**src/rtl/byte_bus_bridge_pkg.sv**
```systemverilog
// Shared types and helpers for byte_bus_bridge.
//   state_e : transfer FSM states
//   beats() : number of pin-bus beats per core word
//   cfg_ok(): parameter legality for elaboration-time checking
package byte_bus_bridge_pkg;

  typedef enum logic {
    IDLE = 1'b0,
    XFER = 1'b1
  } state_e;

  function automatic int unsigned beats(int unsigned data_width, int unsigned bus_width);
    return data_width / bus_width;
  endfunction

  function automatic bit cfg_ok(int unsigned data_width, int unsigned bus_width,
                                int unsigned read_latency);
    return (bus_width != 0) && (data_width >= bus_width) &&
           ((data_width % bus_width) == 0) && (read_latency <= 3);
  endfunction

endpackage

```
**src/rtl/byte_bus_bridge.sv**
```systemverilog
// Serialises one core word request into byte beats on the pin bus and
// reassembles read bytes into a word.
// Ports:
//   clk, rst_n              clock, async active-low reset
//   req_valid_i/req_ready_o core request handshake (ready only in IDLE)
//   req_write_i             1 = write, 0 = read
//   req_addr_i              byte address of beat 0
//   req_wdata_i/req_wstrb_i write word and per-byte strobes
//   rsp_valid_o             one-cycle completion pulse
//   rsp_rdata_o             assembled read word
//   bus_addr_o              pin address (uo_out)
//   bus_wdata_o/bus_oe_o    pin write data and output enable (uio_out/uio_oe)
//   bus_rdata_i             pin read data (uio_in)
module byte_bus_bridge
  import byte_bus_bridge_pkg::*;
#(
  parameter int unsigned DATA_WIDTH   = 32,
  parameter int unsigned BUS_WIDTH    = 8,
  parameter int unsigned ADDR_WIDTH   = 8,
  parameter int unsigned READ_LATENCY = 1
) (
  input  logic                                    clk,
  input  logic                                    rst_n,
  input  logic                                    req_valid_i,
  output logic                                    req_ready_o,
  input  logic                                    req_write_i,
  input  logic [ADDR_WIDTH-1:0]                   req_addr_i,
  input  logic [DATA_WIDTH-1:0]                   req_wdata_i,
  input  logic [beats(DATA_WIDTH, BUS_WIDTH)-1:0] req_wstrb_i,
  output logic                                    rsp_valid_o,
  output logic [DATA_WIDTH-1:0]                   rsp_rdata_o,
  output logic [ADDR_WIDTH-1:0]                   bus_addr_o,
  output logic [BUS_WIDTH-1:0]                    bus_wdata_o,
  output logic [BUS_WIDTH-1:0]                    bus_oe_o,
  input  logic [BUS_WIDTH-1:0]                    bus_rdata_i
);

  localparam int unsigned BEATS   = beats(DATA_WIDTH, BUS_WIDTH);
  localparam int unsigned CNT_W   = $clog2(BEATS + 4);
  localparam int unsigned LAST_WR = BEATS - 1;
  localparam int unsigned LAST_RD = BEATS + READ_LATENCY - 1;
  localparam logic [DATA_WIDTH-1:0] LANE_MASK = DATA_WIDTH'({BUS_WIDTH{1'b1}});

  if (!cfg_ok(DATA_WIDTH, BUS_WIDTH, READ_LATENCY)) begin : g_bad_cfg
    $error("byte_bus_bridge: DATA_WIDTH must be a multiple of BUS_WIDTH, READ_LATENCY <= 3");
  end

  state_e                  state_q, state_d;
  logic                    ready_q, ready_d;
  logic [CNT_W-1:0]        cnt_q, cnt_d;
  logic                    write_q, write_d;
  logic [ADDR_WIDTH-1:0]   addr_q, addr_d;
  logic [DATA_WIDTH-1:0]   wdata_q, wdata_d;
  logic [BEATS-1:0]        wstrb_q, wstrb_d;
  logic                    rsp_valid_q, rsp_valid_d;
  logic [DATA_WIDTH-1:0]   rsp_rdata_q, rsp_rdata_d;
  logic [ADDR_WIDTH-1:0]   bus_addr_q, bus_addr_d;
  logic [BUS_WIDTH-1:0]    bus_wdata_q, bus_wdata_d;
  logic [BUS_WIDTH-1:0]    bus_oe_q, bus_oe_d;

  // Beat issued in the next cycle, and the byte lane sampled at this edge.
  int                      issue_c;
  int                      samp_c;
  int unsigned             lane_sh_c;

  // State and output registers.
  always_ff @(posedge clk or negedge rst_n) begin
    if (!rst_n) begin
      state_q     <= IDLE;
      ready_q     <= 1'b1;
      cnt_q       <= '0;
      write_q     <= 1'b0;
      addr_q      <= '0;
      wdata_q     <= '0;
      wstrb_q     <= '0;
      rsp_valid_q <= 1'b0;
      rsp_rdata_q <= '0;
      bus_addr_q  <= '0;
      bus_wdata_q <= '0;
      bus_oe_q    <= '0;
    end else begin
      state_q     <= state_d;
      ready_q     <= ready_d;
      cnt_q       <= cnt_d;
      write_q     <= write_d;
      addr_q      <= addr_d;
      wdata_q     <= wdata_d;
      wstrb_q     <= wstrb_d;
      rsp_valid_q <= rsp_valid_d;
      rsp_rdata_q <= rsp_rdata_d;
      bus_addr_q  <= bus_addr_d;
      bus_wdata_q <= bus_wdata_d;
      bus_oe_q    <= bus_oe_d;
    end
  end

  // Next-state and next-output logic.
  always_comb begin
    state_d     = state_q;
    cnt_d       = cnt_q;
    write_d     = write_q;
    addr_d      = addr_q;
    wdata_d     = wdata_q;
    wstrb_d     = wstrb_q;
    rsp_valid_d = 1'b0;
    rsp_rdata_d = rsp_rdata_q;
    bus_addr_d  = bus_addr_q;
    bus_wdata_d = bus_wdata_q;
    bus_oe_d    = bus_oe_q;
    issue_c     = int'(cnt_q) + 1;
    samp_c      = int'(cnt_q) - int'(READ_LATENCY);
    lane_sh_c   = 0;

    unique case (state_q)
      IDLE: begin
        // Accepting a request also launches beat 0 so it appears in cycle 0.
        if (req_valid_i) begin
          state_d    = XFER;
          cnt_d      = '0;
          write_d    = req_write_i;
          addr_d     = req_addr_i;
          wdata_d    = req_wdata_i;
          wstrb_d    = req_wstrb_i;
          bus_addr_d = req_addr_i;
          if (req_write_i) begin
            bus_wdata_d = req_wdata_i[BUS_WIDTH-1:0];
            bus_oe_d    = {BUS_WIDTH{req_wstrb_i[0]}};
          end else begin
            bus_wdata_d = '0;
            bus_oe_d    = '0;
          end
        end
      end

      XFER: begin
        cnt_d = cnt_q + CNT_W'(1);
        if (write_q) begin
          if (cnt_q == CNT_W'(LAST_WR)) begin
            state_d     = IDLE;
            cnt_d       = '0;
            bus_wdata_d = '0;
            bus_oe_d    = '0;
            rsp_valid_d = 1'b1;
          end else begin
            bus_addr_d  = addr_q + ADDR_WIDTH'(issue_c);
            bus_wdata_d = BUS_WIDTH'(wdata_q >> (issue_c * BUS_WIDTH));
            bus_oe_d    = {BUS_WIDTH{1'(wstrb_q >> issue_c)}};
          end
        end else begin
          // Address stops advancing after the last beat and holds.
          if (issue_c < int'(BEATS)) begin
            bus_addr_d = addr_q + ADDR_WIDTH'(issue_c);
          end
          if ((samp_c >= 0) && (samp_c < int'(BEATS))) begin
            lane_sh_c   = int'(samp_c) * BUS_WIDTH;
            rsp_rdata_d = (rsp_rdata_q & ~(LANE_MASK << lane_sh_c)) |
                          (DATA_WIDTH'(bus_rdata_i) << lane_sh_c);
          end
          if (cnt_q == CNT_W'(LAST_RD)) begin
            state_d     = IDLE;
            cnt_d       = '0;
            rsp_valid_d = 1'b1;
          end
        end
      end

      default: begin
        state_d = IDLE;
        cnt_d   = '0;
      end
    endcase

    ready_d = (state_d == IDLE);
  end

  assign req_ready_o = ready_q;
  assign rsp_valid_o = rsp_valid_q;
  assign rsp_rdata_o = rsp_rdata_q;
  assign bus_addr_o  = bus_addr_q;
  assign bus_wdata_o = bus_wdata_q;
  assign bus_oe_o    = bus_oe_q;

endmodule

```
**config.mk**
```make
export PLATFORM = sky130hd
export DESIGN_NAME = byte_bus_bridge
export DESIGN_NICKNAME = d
export VERILOG_FILES = /design/src/rtl/byte_bus_bridge_pkg.sv /design/src/rtl/byte_bus_bridge.sv
export SDC_FILE = /design/constraint.sdc
export NUM_CORES = 1
export LEC_CHECK = 0
export BUFFER_PORTS_ARGS = -buffer_cell sky130_fd_sc_hd__buf_4
export CORE_AREA = 3 3 103 179
export DETAILED_ROUTE_END_ITERATION = 10
export DIE_AREA = 0 0 106 182
export PLACE_DENSITY_LB_ADDON = 0.3
export SLEW_MARGIN = 20
export SYNTH_ARGS = -nofsm -noshare
export SYNTH_HDL_FRONTEND = slang
export SYNTH_SLANG_ARGS = --single-unit
```
**constraint.sdc**
```tcl
create_clock -name clk -period 2.6 [get_ports clk]
set_input_delay 0.26 -clock clk [delete_from_list [all_inputs] [get_ports clk]]
set_output_delay 0.26 -clock clk [all_outputs]
set_load 0.01 [all_outputs]
```
### After elaboration in Yosys (flattened, before gate mapping)

Index checks and enable logic that the tools add are counted.

* bits in registers: 107
* logic and storage cells: 69
* output and inout bits: 58
* bits of input ports: 56

* reduce and logical (&&, ||, !) cells: 5
* shifts and indexed selects: 4
* muxes and demuxes: 29
* bitwise operators: 6
* add/subtract/negate cells: 4
* order comparisons: 3
* equality and inequality tests: 6

Operator list (number)
* $mux 8: 12
* $pmux 8 s2: 3
* $and 32x32->32: 1
* $not 32->32: 1
* $or 32x32->32: 1
* $shl 8x32->32: 1
* $shl 8x32->32 const A: 1
* $shr 32x7->8: 1
* $mux 3: 4
* $add 8x4->8: 1
* $mux 1: 8
* $pmux 3 s2: 1
* $reduce_and 3->1: 2
* $add 3x1->4 const B: 1
* $ge 4x1->1 const B: 1
* $lt 4x3->1 const B: 1
* $lt 4x4->1 const B: 1
* $reduce_and 2->1: 2
* $shr 4x4->1: 1
* $sub 3x1->4 const B: 1
* $add 3x1->3 const B: 1
* $eq 3x2->1 const B: 1
* $eq 3x3->1 const B: 1
* $ne 3x1->1 const B: 1
* 6 further kinds: 8

### Longest topological paths before layout

Gate-level depths: netlist of run 1.

* depth after elaboration: 5
* mapped depth: 9
* depth with buffers taken out: 8

### Least setup slack after synthesis of run 1

No wires, ideal clock.

* kind: register to register
* start point: register cnt_q[0]
* end point: register bus_addr_q[6], in the netlist bus_addr_o[6]
* buffers on the path: 1
* setup time: 0.128 ns
* slack: 0.292 ns
* arrival: 2.180 ns
* period minus slack after synthesis: 2.308 ns
* required time: 2.472 ns
* stages on the path, launching flop included: 9
* cell sequence: dfrtp_1 -> buf_2 -> inv_1 -> ha_1 -> fa_1 -> a211oi_1 -> or3_1 -> a31oi_1 -> mux2_1

* longest elaborated chain between the ends: 5
* elaborated cells between the ends (all ways): 11
* those cells by class: 2 x add/sub; 1 x order compare; 3 x eq/ne; 4 x mux; 1 x reduce/logical

RTL lines
* from (decl): line byte_bus_bridge.sv:50 `logic [CNT_W-1:0] cnt_q, cnt_d;`
* from (signal assigned): line byte_bus_bridge.sv:84 `cnt_q <= cnt_d;`
* $add 3x1->4: line byte_bus_bridge.sv:110 `issue_c = int'(cnt_q) + 1;`
* $add 8x4->8: line byte_bus_bridge.sv:145, byte_bus_bridge.sv:152
* $mux 8 (on tied branches): line byte_bus_bridge.sv:151, byte_bus_bridge.sv:138
* $mux 8: line byte_bus_bridge.sv:137 `if (write_q) begin`
* $pmux 8 s2: line byte_bus_bridge.sv:114 `unique case (state_q)`
* to (signal assigned): line byte_bus_bridge.sv:91 `bus_addr_q <= bus_addr_d;`
* to (decl): line byte_bus_bridge.sv:57 `logic [ADDR_WIDTH-1:0] bus_addr_q, bus_addr_d;`

Several ways; a longest one is shown, not always the timed one. The select of a mux whose other input is x is not followed.
A chain may end at the register's enable or synchronous reset.

### Worst setup path in the final report of run 1

* start point: register cnt_q[2]
* end point: register bus_addr_q[6], in the netlist bus_addr_o[6]

Same word-level chain as after synthesis.

==> results of run 1 <==
-- per-stage QoR --
stage	total power (uW)	cell area [um2]
floorplan	4590	4270
global placement	5820	5360
detailed placement	5910	5360
CTS	7240	5670
global route	7720	5670
finish	7110	5670
-- layer usage --
metal,vias up,GRT usage (%),part of all wire [%]
li1,1605,-,-
met4,0,5.76,2.7
met3,20,2.56,3.9
met5,-,0,0
met2,81,23.4,56
met1,1590,13.0,38
-- power by group through the flow --
| stage | clock (uW) | combinational, uW | sequential (uW) |
|---|---|---|---|
| 2_1_floorplan | 0 | 1990 | 2600 |
| 3_3_place_gp | 0 | 3290 | 2540 |
| 3_5_place_dp | 0 | 3340 | 2570 |
| 4_1_cts | 1360 | 3350 | 2540 |
| 5_1_grt | 1410 | 3670 | 2640 |
| 6_report | 1300 | 3280 | 2530 |
-- logic make-up (layout without fill, tap and decap cells) --
group / Yosys count / count (layout) / synth area share [%]
AND/OR/NAND/NOR: 155 / 155 / 16.4
flip-flops: 91 / 91 / 53.3
AO/OA/AOI/OAI: 66 / 66 / 10.1
multiplexers: 47 / 47 / 12.0
buffers and inverters: 36 / 151 / 4.25
adder cells (fa/ha/maj): 10 / 10 / 3.10
XOR/XNOR: 4 / 4 / 0.820
-- state kept, by name (all words and copies together), names as in the netlist --
register,flops
rsp_valid_o,1
wdata_q,24
req_ready_o,1
wstrb_q,3
bus_oe_o,1
write_q,1
bus_wdata_o,8
state_q,1
cnt_q,3
bus_addr_o,8
rsp_rdata_o,32
addr_q,8
-- worst reg2reg max path, delay by kind of cell, from the launching register on --
family	cells	cell delay, ns
adders and majority gates	2	0.69
DFF	1	0.55
AOI/OAI and AO/OA	2	0.41
muxes	1	0.30
buffers and inverters	2	0.17
and+or+nand+nor	1	0.16
-- placed cells by master, fill, tap and decap left out, types with 3 or more instances in the layout --
master / count
o21ai_0: 19
xnor2_1: 4
o2bb2ai_1: 9
a21oi_1: 11
a211oi_1: 3
nor2b_1: 9
nand2b_1: 3
mux2i_1: 12
dfrtp_1: 90
nand2_1: 117
buf_4: 123
clkbuf_16: 9
inv_1: 10
mux2_2: 34
nor2_1: 5
o211ai_1: 4
ha_1: 9
nand3_1: 4
a22oi_1: 9
-- worst paths after layout --
check	end	slack, ns	depth (start not counted)
worst max-delay path	bus_addr_o[6]	0.20	8
worst min-delay path	wdata_q[12]	0.1	3
worst max register to register	bus_addr_o[6]	0.20	8
worst min register to register	wdata_q[19]	0.47	2
max in group asynchronous	bus_wdata_o[4]	1.46	3
min in group asynchronous	wdata_q[21]	0.43	2
-- cell type report --
class / count / area, um2
timing repair buffer: 125 / 953
tap: 227 / 284
sequential: 91 / 2280
clock inverter: 7 / 72.6
fill: 1802 / 11400
multi-input combinational: 282 / 1820
clock buffer: 9 / 225
inverter: 10 / 37.5
==> out/metrics.csv, run 1 <==
metric,value,unit
drc,0,
wl_per_cell,15.3,um
synth_edf_count,0,
antenna_found_initial,0,
die_y,182,um
hold_viol,0,
clockBufferDepth,2,
comb_power_share,46.2,%
drtIter0Drc,103,
p_leak,0.00274,uW
grt_pass1_vias,3662,
power_frac_seq,35.5,%
drt_pre_antenna_iters,6,
syn_to_final_growth,32.6,%
path_class,reg2reg,
p_int,4380,uW
tritoncts,done,
p_clk_share,18.3,%
hold_buffers,1,
drive_gt1_share,35.1,%
worstMarginPinSlew,0.631,ns
synth_common_cells,"nand2_1 (117), dfrtp_1 (90), mux2_2 (34), o21ai_0 (19), mux2i_1 (12)",
skew,0.00725,ns
min_path_type,in2reg,
drv_slew,0,
vdd_ir_drop_max,0.000419,V
ys_seq_area_share,53.3,%
rsz0062_at_grt,false,
track_usage,12.4,%
slew_headroom,57.9,%
synth_area,0.00427,mm2
drt_wl_total,11500,um
synth_area_leader_cell,dfrtp_1,
crit_path_max_fanout,10,
r2r-start,cnt_q[2],
critPathRequiredTime,2.83,ns
period_share,92.1,%
synth_top_flop_cell,dfrtp_1,
setup_ws,0.205,ns
period_needed,2.40,ns
coreArea,0.0170,mm2
hold_start,req_wdata_i[12],
finalSetupViolCount,0,
fp.dieW,106,um
dp.cells,734,
antenna_left,0,
grt_max_degree,39,
cts_setup_buffers,0,
crit_path_top_delay_cell,dfrtp_1,
yosys_warnings,0,
crit_family,adder cells,
synth.top_cell.area_share,52.7,%
routed_via_density,4.39,
crit_path_start_kind,flop,
initial_utilization,25.1,%
crit_start,cnt_q[2],
final_core_util,33.3,%
diodes,0,
hold_ws,0.0972,ns
clkTransAtPathRegs,0.08,ns
syn_inst,409,
grt_pass1_wl,18800,um
critPathBufInv,2,
p_sw_share,38.4,%
overflow,0,
avgSynthCellArea,10.4,um2
cts_inserted_buffers,9,
crit_arrival,2.62,ns
power_density,1250,mW/mm2
ios,114,
htree_levels,3,
die_area,0.0193,mm2
netlist_top_cells_area,"dfrtp_1 (53%), nand2_1 (10%), mux2_2 (9.0%)",
cts.sinks,91,
crit_chain,inv_1 > ha_1 > inv_1 > ha_1 > a211oi_1 > or3_1 > a31oi_1 > mux2_1,
dp_hpwl,8950,um
clock_latency,0.35,ns
gp_congestion,0.868,
cp-end-kind,flop,
ctsResizeCount,0,
power.switching,2730,uW
stdcell_count,751,
max_cap_viol_count,0,
fin_tns_setup,0,ns
synth.most_common_cell,nand2_1,
portBuffers,113,
synthArstFlopShare,100,%
cpPeakStageDelay,0.55,ns
synth_seq_cells,91,
synth_cell_type_count,48,
status,completed,
clockRootBuffer,clkbuf_16,
vias,3296,
syn-num-nets,475,
row_count,63,
clock.fmax,417,MHz
pre_cts_slack,0.251,ns
layout.nets,585,
Power figures use the tool's default switching activity.
==> run 2, diff against run 1 <==
PLACE_DENSITY_LB_ADDON = 0.15   (was 0.3)
==> out/metrics.csv, run 2 (synthesis results as in run 1) <==
metric,value,unit
clock.fmax,419,MHz
final_cell_mix,"buf_4 (122), nand2_1 (117), dfrtp_1 (90)",
finalSetupViolCount,0,
drv_slew,0,
ios,114,
drc,0,
cts_setup_buffers,0,
power_frac_seq,34.8,%
crit_chain,ha_1 > ha_1 > inv_1 > ha_1 > a211oi_1 > or3_1 > a31oi_1 > mux2_1,
crit_path_start_kind,flop,
layout_commonest_cell,buf_4,
drt_pre_antenna_iters,4,
drive_gt1_share,35.0,%
drt_wl_total,11400,um
pre_cts_slack,0.256,ns
power.switching,2700,uW
path_common_cell,ha_1,
fin_tns_setup,0,ns
worstMarginPinSlew,0.723,ns
power_density,1260,mW/mm2
hold_ws,0.109,ns
vias,3250,
crit_path_top_delay_cell,dfrtp_1,
skew,0.0110,ns
die_y,182,um
gp_congestion,0.807,
p_sw_share,37.6,%
ctsResizeCount,0,
p_leak,0.00273,uW
clock_latency,0.34,ns
max_cap_viol_count,0,
p_clk_share,18.7,%
initial_utilization,25.1,%
dp_hpwl,8660,um
critPathBufInv,1,
setup_ws,0.215,ns
htree_levels,3,
cpPeakStageDelay,0.44,ns
grt_max_degree,48,
crit_family,adder cells,
clockRootBuffer,clkbuf_16,
min_path_type,in2reg,
period_needed,2.38,ns
critPathRequiredTime,2.82,ns
grt_pass1_vias,3495,
cts_inserted_buffers,9,
tritoncts,done,
cts.sinks,91,
die_area,0.0193,mm2
wl_per_cell,15.2,um
vdd_ir_drop_max,0.000362,V
crit_path_max_fanout,6,
antenna_found_initial,0,
diodes,0,
antenna_left,0,
period_share,91.7,%
clockBufferDepth,2,
comb_power_share,46.5,%
coreArea,0.0170,mm2
overflow,0,
routed_via_density,4.33,
hold_viol,0,
grt_pass1_wl,18200,um
layout.nets,584,
clkTransAtPathRegs,0.07,ns
status,completed,
nFillCells,1799,
crit_arrival,2.60,ns
portBuffers,113,
largest_register_ffs,32,
slew_headroom,51.7,%
drtIter0Drc,124,
path_class,reg2reg,
syn_to_final_growth,32.7,%
fp.dieW,106,um
track_usage,12.0,%
row_count,63,
rsz0062_at_grt,false,
p_int,4470,uW
cp-end-kind,flop,
run 2: cell types whose count changed in the layout (fill, tap and decap cells not counted):
cell	previous run	this run
clkinvlp_4	1	2
bufinv_16	0	1
inv_6	1	2
buf_4	123	122
clkinv_4	2	1
clkinv_8	1	0
inv_8	2	1
run 2: routing by layer:
metal | track usage [%] | up-vias | share of wire [%]
li1 | - | 1605 | -
met3 | 2.53 | 8 | 4.4
met4 | 4.72 | 0 | 1.7
met5 | 0 | - | 0
met1 | 13.9 | 1557 | 41
met2 | 21.5 | 80 | 53
run 2: worst register-to-register path: cells and delay by family (launching register included):
kind                     cells  cell delay, ns
adder cells (fa/ha/maj)      3            0.91
buffers and inverters        1            0.05
multiplexers                 1            0.29
AND/OR/NAND/NOR              1            0.16
AO/OA/AOI/OAI                2            0.41
flip-flops                   1            0.44
run 2: worst paths after layout:
| kind | start | end | slack [ns] | depth (start not counted) |
|---|---|---|---|---|
| max | cnt_q[0] | bus_addr_o[6] | 0.22 | 8 |
| min | req_wdata_i[16] | wdata_q[16] | 0.11 | 3 |
| max reg2reg | cnt_q[0] | bus_addr_o[6] | 0.22 | 8 |
| min reg2reg | wdata_q[23] | wdata_q[23] | 0.47 | 2 |
| max in group asynchronous | rst_n | rsp_rdata_o[6] | 1.42 | 3 |
| min in group asynchronous | rst_n | rsp_rdata_o[1] | 0.48 | 2 |
run 2: power groups by stage:
stage | Clock [uW] | Sequential [uW] | Combinational, uW
floorplan | 0 | 2600 | 1990
global placement | 0 | 2520 | 3350
detailed placement | 0 | 2540 | 3390
CTS | 1390 | 2510 | 3400
global route | 1450 | 2600 | 3710
finish | 1340 | 2500 | 3330
run 2: metrics by stage:
step / util (%) / cell area (um2) / cells / power [uW]
finish: 33.3 / 5670 / 750 / 7160
global route: 33.3 / 5670 / 750 / 7760
CTS: 33.3 / 5670 / 750 / 7300
detailed placement: 31.4 / 5350 / 733 / 5920
global placement: 31.4 / 5350 / 733 / 5870
floorplan: - / 4270 / 409 / 4590
run 2: timing repair:
action / CTS / global route
hold endpoints to repair: 43 / 0
setup endpoints to repair: 0 / 0
hold buffers: 1 / 0
run 2: final cells by class:
| type | count | area (um2) | share of cell area, % |
|---|---|---|---|
| clock buffers | 9 | 225 | 3.97 |
| clock inverters | 7 | 82.6 | 1.46 |
| inverters | 10 | 37.5 | 0.662 |
| multi-input cells | 282 | 1820 | 32.0 |
| flip-flops and latches | 91 | 2280 | 40.2 |
| well taps | 227 | 284 | 5.01 |
| repair buffers | 124 | 946 | 16.7 |
==> run 3, diff against run 2 <==
PLACE_DENSITY = 0.43   (was unset)
PLACE_DENSITY_LB_ADDON = unset   (was 0.15)
==> out/metrics.csv, run 3 (synthesis results as in run 1) <==
metric,value,unit
drc,0,
final_cell_mix,"buf_4 (124), nand2_1 (117), dfrtp_1 (90)",
clkTransAtPathRegs,0.07,ns
ios,114,
cp-end-kind,flop,
cts_inserted_buffers,9,
rr_endpoint,bus_addr_o[6],
grt_pass1_wl,18800,um
grt_pass1_vias,3490,
status,completed,
path_depth,8,
drt_pre_antenna_iters,4,
path_common_cell,ha_1,
drtIter0Drc,129,
period_share,89.9,%
r2r-start,cnt_q[0],
path_class,reg2reg,
hold_buffers,0,
pre_cts_slack,0.262,ns
grt_max_degree,65,
critPathRequiredTime,2.83,ns
clock.fmax,428,MHz
cts.sinks,91,
slew_headroom,43.1,%
overflow,0,
crit_family,adder cells,
coreArea,0.0170,mm2
critPathBufInv,1,
use_met1,14.5,%
worstMarginPinSlew,0.853,ns
grt-busiest-layer,met2,
final_area,0.00566,mm2
placed_area,0.00535,mm2
endpoint,bus_addr_o[6],
dp_hpwl,8910,um
fp.dieW,106,um
met2_usage,21.8,%
drt_wl_total,11700,um
die_area,0.0193,mm2
skew,0.00618,ns
met3_usage,2.53,%
crit_path_top_delay_cell,dfrtp_1,
clockBufferDepth,2,
hold_viol,0,
antenna_left,0,
syn_to_final_growth,32.4,%
p_int,4460,uW
p_total,7170,uW
fin_tns_setup,0,ns
power.switching,2710,uW
gp_congestion,0.828,
drv_slew,0,
initial_utilization,25.1,%
cts_setup_buffers,0,
largest_register_ffs,32,
p_clk_share,19.0,%
clockRootBuffer,clkbuf_16,
vias,3259,
period_needed,2.34,ns
comb_power_share,45.9,%
diodes,0,
power_density,1270,mW/mm2
ff2ff_setup_slack,0.26,ns
drive_gt1_share,35.2,%
max_cap_viol_count,0,
reg2regPathDepth,8,
crit_path_start_kind,flop,
clock_latency,0.34,ns
row_count,63,
finalSetupViolCount,0,
p_sw_share,37.8,%
p_leak,0.00274,uW
vdd_ir_drop_max,0.000414,V
crit_start,cnt_q[0],
antenna_found_initial,0,
tritoncts,done,
layout.nets,584,
min_path_type,in2async,
setup_ws,0.263,ns
crit_arrival,2.56,ns
rsz0062_at_grt,false,
hold_ws,0.0269,ns
crit_chain,ha_1 > ha_1 > inv_1 > ha_1 > a211oi_1 > or3_1 > a31oi_1 > mux2_1,
htree_levels,3,
die_y,182,um
ctsResizeCount,0,
wl_per_cell,15.6,um
layout_commonest_cell,buf_4,
power_frac_seq,35.1,%
track_usage,12.5,%
routed_via_density,4.35,
cpPeakStageDelay,0.44,ns
nFillCells,1825,
crit_path_max_fanout,6,
portBuffers,113,
[run 3: stage by stage]
| step | instances | util, % |
|---|---|---|
| 6_report | 750 | 33.2 |
| 5_1_grt | 750 | 33.2 |
| 4_1_cts | 750 | 33.2 |
| 3_5_place_dp | 734 | 31.4 |
| 3_3_place_gp | 734 | 31.4 |
| 2_1_floorplan | 409 | - |
[run 3: worst min path at each step]
stage / endpoint / slack (ns) / cells past startpoint
after floorplan: addr_q[0] / -0.04 / 0
after global placement: rsp_rdata_o[10] / 0.42 / 1
after detailed placement: rsp_rdata_o[10] / 0.44 / 1
after CTS: rsp_valid_o / 0.06 / 1
after global routing: bus_addr_o[1] / 0.10 / 1
final: bus_addr_o[0] / 0.03 / 1
[run 3: power by group through the flow]
stage                     clock network [uW]  logic, uW  registers (uW)
after global routing                    1460       3710            2620
final                                   1360       3290            2520
after floorplan                            0       1990            2600
after CTS                               1420       3380            2530
after global placement                     0       3330            2540
after detailed placement                   0       3370            2560
[run 3: metal layers]
metal	up-vias	wire, um
met2	82	6050
met5	-	0
li1	1603	-
met3	17	461
met1	1557	4850
met4	0	303
[run 3: layout make-up]
class | count | area, um2 | share of cell area (%)
Clock buffer | 9 | 225 | 3.98
Tap cell | 227 | 284 | 5.02
Sequential cell | 91 | 2280 | 40.3
Multi-Input combinational cell | 282 | 1820 | 32.1
Timing Repair Buffer | 124 | 931 | 16.5
Clock inverter | 7 | 83.8 | 1.48
Inverter | 10 | 37.5 | 0.664
